`config.mk`:
```
export PLATFORM = sky130hd
export DESIGN_NAME = biquad_cascade
export DESIGN_NICKNAME = d
export VERILOG_FILES = /design/src/rtl/biquad_pkg.sv /design/src/rtl/biquad_mac.sv /design/src/rtl/biquad_cascade.sv
export SDC_FILE = /design/constraint.sdc
export NUM_CORES = 2
export LEC_CHECK = 0
export CORE_ASPECT_RATIO = 0.8
export CORE_MARGIN = 2
export CORE_UTILIZATION = 35
export CTS_BUF_LIST = sky130_fd_sc_hd__clkbuf_8
export CTS_CLUSTER_SIZE = 40
export DETAILED_ROUTE_END_ITERATION = 8
export GPL_TIMING_DRIVEN = 0
export PLACE_DENSITY = 0.61
export REMOVE_ABC_BUFFERS = 1
export SKIP_CTS_REPAIR_TIMING = 1
export SYNTH_ARGS = -nofsm -noshare
export SYNTH_HDL_FRONTEND = slang
export SYNTH_SLANG_ARGS = --single-unit
```
`constraint.sdc`:
```
create_clock -name bclk -period 9.8 [get_ports bclk]
set_input_delay 2.45 -clock bclk [delete_from_list [all_inputs] [get_ports bclk]]
set_output_delay 2.45 -clock bclk [all_outputs]
set_load 0.01 [all_outputs]
```
`src/rtl/biquad_pkg.sv`:
```
// biquad_pkg: shared definitions for the biquad cascade.
//   - Coefficient slot indices within a stage (A0..B2, five per stage).
//   - FSM state encoding for the frame sequencer.
//   - Operation codes for the shared multiply-accumulate unit.
//   - accw(): accumulator / state width for a given sample width.
//   - saturate(): clamp a wide signed value into a narrower signed range.
package biquad_pkg;

  localparam int NCOEF = 5;
  localparam int A0    = 0;
  localparam int A1    = 1;
  localparam int A2    = 2;
  localparam int B1    = 3;
  localparam int B2    = 4;

  typedef enum logic [1:0] {
    IDLE = 2'd0,
    RUN  = 2'd1,
    DONE = 2'd2
  } fsm_e;

  typedef enum logic [1:0] {
    MAC_HOLD  = 2'd0,
    MAC_LOAD  = 2'd1,
    MAC_ADD_Z = 2'd2,
    MAC_SUB_P = 2'd3
  } mac_op_e;

  // Product scale plus two guard bits: three products of |coef| < 2 never wrap.
  function automatic int accw(input int bits);
    return 2 * bits + 2;
  endfunction

  // Clamp v to the signed range of a 'bits'-wide word.
  function automatic logic signed [63:0] saturate(input logic signed [63:0] v,
                                                  input int                 bits);
    logic signed [63:0] hi;
    logic signed [63:0] lo;
    hi = (64'sd1 <<< (bits - 1)) - 64'sd1;
    lo = -(64'sd1 <<< (bits - 1));
    if (v > hi) return hi;
    if (v < lo) return lo;
    return v;
  endfunction

endpackage

```
`src/rtl/biquad_mac.sv`:
```
// biquad_mac: shared registered multiplier and wide accumulator.
// Ports:
//   bclk   in   clock
//   mul_a  in   signed multiplicand (sample or stage output)
//   mul_b  in   signed coefficient
//   op     in   accumulator operation: hold / load p / p+z / acc-p
//   z      in   state word added by the add_z operation
//   sum    out  p + z (combinational, used for the stage output and add_z)
//   diff   out  acc - p (combinational, used for state write-back and sub_p)
// The product register has one cycle of latency; sum and diff are formed
// from the registered product so the caller sees the product issued on the
// previous step.
module biquad_mac
  import biquad_pkg::*;
#(
  parameter int BITSIZE = 16,
  parameter int ACCW    = 34
) (
  input  logic                      bclk,
  input  logic signed [BITSIZE-1:0] mul_a,
  input  logic signed [BITSIZE-1:0] mul_b,
  input  mac_op_e                   op,
  input  logic signed [ACCW-1:0]    z,
  output logic signed [ACCW-1:0]    sum,
  output logic signed [ACCW-1:0]    diff
);

  logic signed [2*BITSIZE-1:0] prod_p1;
  logic signed [ACCW-1:0]      prod_ext;
  logic signed [ACCW-1:0]      acc_p2;

  // Stage p1: full-precision product
  always_ff @(posedge bclk) begin
    prod_p1 <= (2*BITSIZE)'(mul_a) * (2*BITSIZE)'(mul_b);
  end

  assign prod_ext = ACCW'(prod_p1);
  assign sum      = prod_ext + z;
  assign diff     = acc_p2 - prod_ext;

  // Stage p2: accumulator
  always_ff @(posedge bclk) begin
    case (op)
      MAC_LOAD:  acc_p2 <= prod_ext;
      MAC_ADD_Z: acc_p2 <= sum;
      MAC_SUB_P: acc_p2 <= diff;
      default:   acc_p2 <= acc_p2;
    endcase
  end

endmodule

```
`src/rtl/biquad_cascade.sv`:
```
// biquad_cascade: time-multiplexed cascade of STAGES DF2T biquads applied to
// CHANNELS independent channels, one frame per lrclk rising edge.
// Ports:
//   bclk         in   clock, all logic on posedge
//   rst_n        in   asynchronous active-low reset
//   lrclk        in   frame clock; rising edge starts a frame
//   in           in   CHANNELS packed signed samples, captured at frame start
//   out          out  CHANNELS packed filtered samples, held between frames
//   out_valid    out  one-cycle pulse when out updates
//   busy         out  high while a frame is being processed
//   overrun      out  one-cycle pulse when a frame start is dropped
//   coef_we      in   write coef_data into the shadow bank at coef_addr
//   coef_addr    in   stage*5 + k (k: a0,a1,a2,b1,b2); out-of-range ignored
//   coef_data    in   signed Q2.FRAC coefficient
//   coef_commit  in   copy shadow to active at the next frame start
//   clear        in   zero all filter state (deferred to frame end if busy)
// Each (channel, stage) pair takes six steps through the shared MAC:
//   k0 x*a0 | k1 y=sat((p+z1)>>>FRAC), x*a1 | k2 acc=p+z2, y*b1
//   k3 z1=acc-p, x*a2 | k4 acc=p, y*b2 | k5 z2=acc-p, y feeds next stage
module biquad_cascade
  import biquad_pkg::*;
#(
  parameter int BITSIZE  = 16,
  parameter int FRAC     = BITSIZE - 2,
  parameter int STAGES   = 2,
  parameter int CHANNELS = 2
) (
  input  logic                         bclk,
  input  logic                         rst_n,
  input  logic                         lrclk,
  input  logic [CHANNELS*BITSIZE-1:0]  in,
  output logic [CHANNELS*BITSIZE-1:0]  out,
  output logic                         out_valid,
  output logic                         busy,
  output logic                         overrun,
  input  logic                         coef_we,
  input  logic [7:0]                   coef_addr,
  input  logic signed [BITSIZE-1:0]    coef_data,
  input  logic                         coef_commit,
  input  logic                         clear
);

  localparam int ACCW = accw(BITSIZE);
  localparam int NCF  = STAGES * NCOEF;
  localparam int NZ   = CHANNELS * STAGES * 2;
  localparam int CHW  = (CHANNELS > 1) ? $clog2(CHANNELS) : 1;
  localparam int STW  = (STAGES > 1) ? $clog2(STAGES) : 1;
  localparam int CIW  = $clog2(NCF);
  localparam int ZIW  = $clog2(NZ);

  fsm_e             state;
  logic             lrclk_d;
  logic             start;
  logic [CHW-1:0]   ch_cnt;
  logic [STW-1:0]   stg_cnt;
  logic [2:0]       k_cnt;
  logic             clr_pend;
  logic             commit_pend;
  logic             do_commit;
  logic             zero_z;
  logic             run;

  logic signed [BITSIZE-1:0] smp [CHANNELS];
  logic signed [BITSIZE-1:0] y_p1;
  logic signed [BITSIZE-1:0] shadow [NCF];
  logic signed [BITSIZE-1:0] active [NCF];
  logic signed [ACCW-1:0]    zmem [NZ];

  logic [CIW-1:0]            cidx;
  logic [ZIW-1:0]            zi1;
  logic [ZIW-1:0]            zi2;
  int                        ksel;
  logic signed [BITSIZE-1:0] mul_a;
  logic signed [BITSIZE-1:0] mul_b;
  mac_op_e                   mac_op;
  logic signed [ACCW-1:0]    zsel;
  logic signed [ACCW-1:0]    sum;
  logic signed [ACCW-1:0]    diff;
  logic signed [ACCW-1:0]    sh;
  logic signed [BITSIZE-1:0] y_sat;

  assign start     = lrclk & ~lrclk_d;
  assign run       = (state == RUN);
  assign do_commit = (state == IDLE) && start && (commit_pend || coef_commit);
  assign zero_z    = ((state == IDLE) && clear) ||
                     ((state == DONE) && (clr_pend || clear));

  // Step decode: coefficient slot, state addresses and MAC operation.
  always_comb begin
    ksel   = A0;
    mul_a  = smp[ch_cnt];
    mac_op = MAC_HOLD;
    case (k_cnt)
      3'd1: begin ksel = A1; mac_op = MAC_ADD_Z; end
      3'd2: begin ksel = B1; mac_op = MAC_ADD_Z; mul_a = y_p1; end
      3'd3: begin ksel = A2; mac_op = MAC_SUB_P; end
      3'd4: begin ksel = B2; mac_op = MAC_LOAD;  mul_a = y_p1; end
      default: begin ksel = A0; mac_op = MAC_HOLD; end
    endcase
    if (!run) mac_op = MAC_HOLD;
    cidx  = CIW'(int'(stg_cnt) * NCOEF + ksel);
    zi1   = ZIW'((int'(ch_cnt) * STAGES + int'(stg_cnt)) * 2);
    zi2   = zi1 + ZIW'(1);
    mul_b = active[cidx];
    zsel  = (k_cnt == 3'd1) ? zmem[zi1] : zmem[zi2];
  end

  biquad_mac #(
    .BITSIZE (BITSIZE),
    .ACCW    (ACCW)
  ) u_mac (
    .bclk  (bclk),
    .mul_a (mul_a),
    .mul_b (mul_b),
    .op    (mac_op),
    .z     (zsel),
    .sum   (sum),
    .diff  (diff)
  );

  // Floor shift back to sample scale, then clamp.
  always_comb begin
    sh    = sum >>> FRAC;
    y_sat = BITSIZE'(saturate(64'(sh), BITSIZE));
  end

  // Frame sequencer and registered outputs.
  always_ff @(posedge bclk or negedge rst_n) begin
    if (!rst_n) begin
      state     <= IDLE;
      lrclk_d   <= 1'b0;
      ch_cnt    <= '0;
      stg_cnt   <= '0;
      k_cnt     <= '0;
      clr_pend  <= 1'b0;
      out       <= '0;
      out_valid <= 1'b0;
      busy      <= 1'b0;
      overrun   <= 1'b0;
    end else begin
      lrclk_d   <= lrclk;
      out_valid <= 1'b0;
      overrun   <= 1'b0;
      case (state)
        IDLE: begin
          if (start) begin
            ch_cnt  <= '0;
            stg_cnt <= '0;
            k_cnt   <= '0;
            busy    <= 1'b1;
            state   <= RUN;
          end
        end
        RUN: begin
          if (start) overrun <= 1'b1;
          if (clear) clr_pend <= 1'b1;
          if (k_cnt == 3'd5) begin
            k_cnt <= '0;
            if (stg_cnt == STW'(STAGES - 1)) begin
              stg_cnt <= '0;
              if (ch_cnt == CHW'(CHANNELS - 1)) state <= DONE;
              else ch_cnt <= ch_cnt + CHW'(1);
            end else begin
              stg_cnt <= stg_cnt + STW'(1);
            end
          end else begin
            k_cnt <= k_cnt + 3'd1;
          end
        end
        DONE: begin
          if (start) overrun <= 1'b1;
          for (int c = 0; c < CHANNELS; c++) out[c*BITSIZE +: BITSIZE] <= smp[c];
          out_valid <= 1'b1;
          busy      <= 1'b0;
          clr_pend  <= 1'b0;
          state     <= IDLE;
        end
        default: state <= IDLE;
      endcase
    end
  end

  // Stage p1: per-channel running sample and current stage output
  always_ff @(posedge bclk) begin
    if ((state == IDLE) && start) begin
      for (int c = 0; c < CHANNELS; c++) smp[c] <= in[c*BITSIZE +: BITSIZE];
    end else if (run && (k_cnt == 3'd5)) begin
      smp[ch_cnt] <= y_p1;
    end
    if (run && (k_cnt == 3'd1)) y_p1 <= y_sat;
  end

  // Coefficient banks; active only changes at an accepted frame start.
  always_ff @(posedge bclk or negedge rst_n) begin
    if (!rst_n) begin
      for (int i = 0; i < NCF; i++) begin
        shadow[i] <= '0;
        active[i] <= '0;
      end
      commit_pend <= 1'b0;
    end else begin
      if (coef_we && (int'(coef_addr) < NCF)) shadow[coef_addr[CIW-1:0]] <= coef_data;
      if (do_commit) begin
        for (int i = 0; i < NCF; i++) active[i] <= shadow[i];
        commit_pend <= 1'b0;
      end else if (coef_commit) begin
        commit_pend <= 1'b1;
      end
    end
  end

  // Filter state at full product scale.
  always_ff @(posedge bclk or negedge rst_n) begin
    if (!rst_n) begin
      for (int i = 0; i < NZ; i++) zmem[i] <= '0;
    end else if (zero_z) begin
      for (int i = 0; i < NZ; i++) zmem[i] <= '0;
    end else if (run && (k_cnt == 3'd3)) begin
      zmem[zi1] <= diff;
    end else if (run && (k_cnt == 3'd5)) begin
      zmem[zi2] <= diff;
    end
  end

endmodule

```
==> impl_results.md <==
- Commonest non-fill, non-tap cells in the layout: dfrtp_1, mux2_2, inv_1
- Die area: 130000 um2
- Core box area: 127000 um2
- Outcome: finished clean
- Worst-Margin Slew: 1.41 ns
- Yosys reg bits: 751
- CP arrival: 10.22 ns
- Remaining Overflow, GRT: 0
- Placed wire-length estimate: 83.4 mm
- Routed Antenna Nets: 0
- VDD IR-drop max: 205 uV
- Synth unique cells: 80
- Rel. slew slack: 0.0579
- MaxCap Viol Count: 0
- R2r setup slk: 0.31 ns
- # H-tree levels: 3
- Crit Path Class: flip-flop to flip-flop
- Vias in the first global route: 30300
- Setup violators final: 0
- EDFF count, synth: 82
- Final #Nets: 4318
- Row count: 117
- Total length of routed wires: 118 mm
- Setup TNS: 0 ns
- Final WS setup: 0.311 ns
- Clock latency on the worst-skew pair: 0.84 ns
- First-pass GRT wire length: 183 mm
- Cell Pwr Density: 252 nW/um2
- Post-Place Setup Slack: -0.547 ns
- CP peak stage delay: 0.62 ns
- Largest net degree at the start of global routing: 112
- Clock root buffer: clkbuf_8
- Startpoint types: flip-flop
- Fmax: 105 MHz
- Crit. End Element: flip-flop
- Die width: 403 um
- CTS tree: built
- Dominant cell type by area after synthesis: dfrtp_1
- Clock Tree Buf Depth: 3
- Worst Path Max Fanout: 19
- Post-route DRC: 0
- Max Slew Vio Count: 0
- Overall Power: 12.9 mW
- Number of vias per cell: 5.34
- RSZ-0062 raised after global routing: yes
- Synth-to-Final Area Change: 14.3%
- GPL Wtd Cong: 0.898
- Input/output buffers: 96
- Critical path's slowest cell: fa_1
- LEAKAGE: 23.7 nW
- Gr usage total: 0.182
- Syn Inst Count: 3754
- Final Hold Vio Count: 0
- Routed vias: 29900
- Clock sinks: 751
- Layout cell share with drive strength beyond 1: 0.213
- Die Y-Extent: 323 um
- Cts bufs inserted: 119
- HP Class: flip-flop to flip-flop
- Crit share post-route: 0.968
- Average cell area after synthesis: 11.9 um2
- Yosys warning count: 0
- Minimum clock period: 9.49 ns
- Most frequent CP cell: fa_1
- Async SR Flop Fraction: 0.848
- Post-synth top area share: 0.358
- DR pass1 iterations: 5
- Detailed Route Iter0 Violations: 2518
- Worst Skew: 0.0360 ns
- Drt wl/cell: 21.1 um
- Leading post-synthesis cells by cell area: dfrtp_1, fa_1, mux2_2
- Starting Density: 0.352
- Top FF cell, synth: dfrtp_1
- Clock slew at reported path FFs: 0.06 ns
- IO Pins: 97
- Required time worst endpoint: 10.53 ns
- Most common cell after layout, fill and taps aside: dfrtp_1
- Antenna violations before repair: 10
- Register area share after synthesis: 0.427
- Hold slack final: 0.477 ns
- Fillers: 12000
- Post-Syn Area: 44600 um2
==> state kept, by name (all words and copies together), names as in the netlist <==
| name | count |
|---|---|
| overrun | 1 |
| u_mac.prod_p1 | 32 |
| out | 32 |
| u_mac.acc_p2 | 34 |
| zmem | 272 |
| busy | 1 |
| lrclk_d | 1 |
| ch_cnt | 1 |
| commit_pend | 1 |
| state | 2 |
| smp | 32 |
| clr_pend | 1 |
| shadow | 160 |
| stg_cnt | 1 |
| active | 160 |
| k_cnt | 3 |
| out_valid | 1 |
| y_p1 | 16 |
==> metal layers <==
metal	vias up	global-route usage	wire [um]
met1	15500	0.272	56100
met5	-	0	58
met3	164	0.0398	9170
li1	13300	-	-
met4	10	0.0457	2220
met2	1008	0.266	50400
==> power by group <==
part | internal [mW] | leakage [nW] | total (mW) | switching [mW]
sequential | 3.52 | 9.85 | 3.71 | 0.191
clock | 1.48 | 1.46 | 2.83 | 1.34
combinational | 2.28 | 12.4 | 6.31 | 4.03
total | 7.29 | 23.7 | 12.9 | 5.56
==> cell usage after synthesis (9+ instances only) <==
master and n:
o21a_1 25, inv_1 358, nand2b_1 29, nand3_1 28
nor2_1 217, o22ai_1 9, ha_1 155, nor2b_1 20
nand2_1 264, and2_1 14, clkbuf_1 154, fa_1 264
mux2i_1 54, xor2_1 32, dfrtp_1 637, a21o_1 62
nor3_1 36, a31oi_1 18, o21ai_0 105, mux2_2 417
edfxtp_1 82, and3_1 14, o22a_1 11, a21oi_1 121
a22o_1 208, buf_1 37, xnor2_1 64, o21ai_1 34
mux4_2 100, or2_2 10, o21bai_1 10, o211ai_1 12
dfxtp_1 32, or3_1 9, a211oi_1 15
==> critical path: cells and delay by family, from the launching register on <==
family          cells  cell delay, ns
flops               1            0.59
buf+inv             5            0.60
simple gates        8            1.53
xor+xnor            1            0.20
fa+ha+maj           9            4.10
compound gates      7            2.33
==> worst paths after layout <==
check	startpoint	end	depth (start not counted)
setup / recovery	k_cnt[0]$_DFFE_PN0P_	u_mac.prod_p1[31]$_DFF_P_	30
hold reg to reg	zmem[269]$_DFFE_PN0P_	zmem[269]$_DFFE_PN0P_	2
max in group asynchronous	rst_n	active[38]$_DFFE_PN0P_	5
min in group asynchronous	rst_n	zmem[156]$_DFFE_PN0P_	1
setup reg to reg	k_cnt[0]$_DFFE_PN0P_	u_mac.prod_p1[31]$_DFF_P_	30
hold / removal	zmem[269]$_DFFE_PN0P_	zmem[269]$_DFFE_PN0P_	2
==> through the flow <==
stage	std cells	instance area, um2	utilization
finish	5603	51000	0.402
global route	5603	51000	0.402
CTS	5599	50900	0.401
detailed placement	5381	48400	0.381
global placement	5317	46900	0.370
floorplan	3555	43800	-
==> final cells by class <==
class / count / area, um2 / share of cell area
clock inverters: 63 / 398 / 0.00781
inverters: 358 / 1340 / 0.0264
clock buffers: 155 / 2130 / 0.0419
multi-input cells: 2446 / 23700 / 0.466
flip-flops and latches: 751 / 19100 / 0.374
well taps: 1666 / 2080 / 0.0409
diodes: 3 / 7.51 / 0.000147
repair buffers: 161 / 2200 / 0.0431
==> cell families (layout without fill, tap and decap cells) <==
group | after synthesis | in the layout | synth area share
AOI/OAI and AO/OA | 688 | 688 | 0.110
xor gates and xnor gates | 98 | 98 | 0.0196
adders and majority gates | 419 | 419 | 0.162
buffers and inverters | 557 | 737 | 0.0473
DFF | 751 | 751 | 0.427
muxes | 571 | 571 | 0.168
other | 0 | 3 | 0
and+or+nand+nor | 670 | 670 | 0.0661
Note: power is estimated with default switching activity, not from simulation.
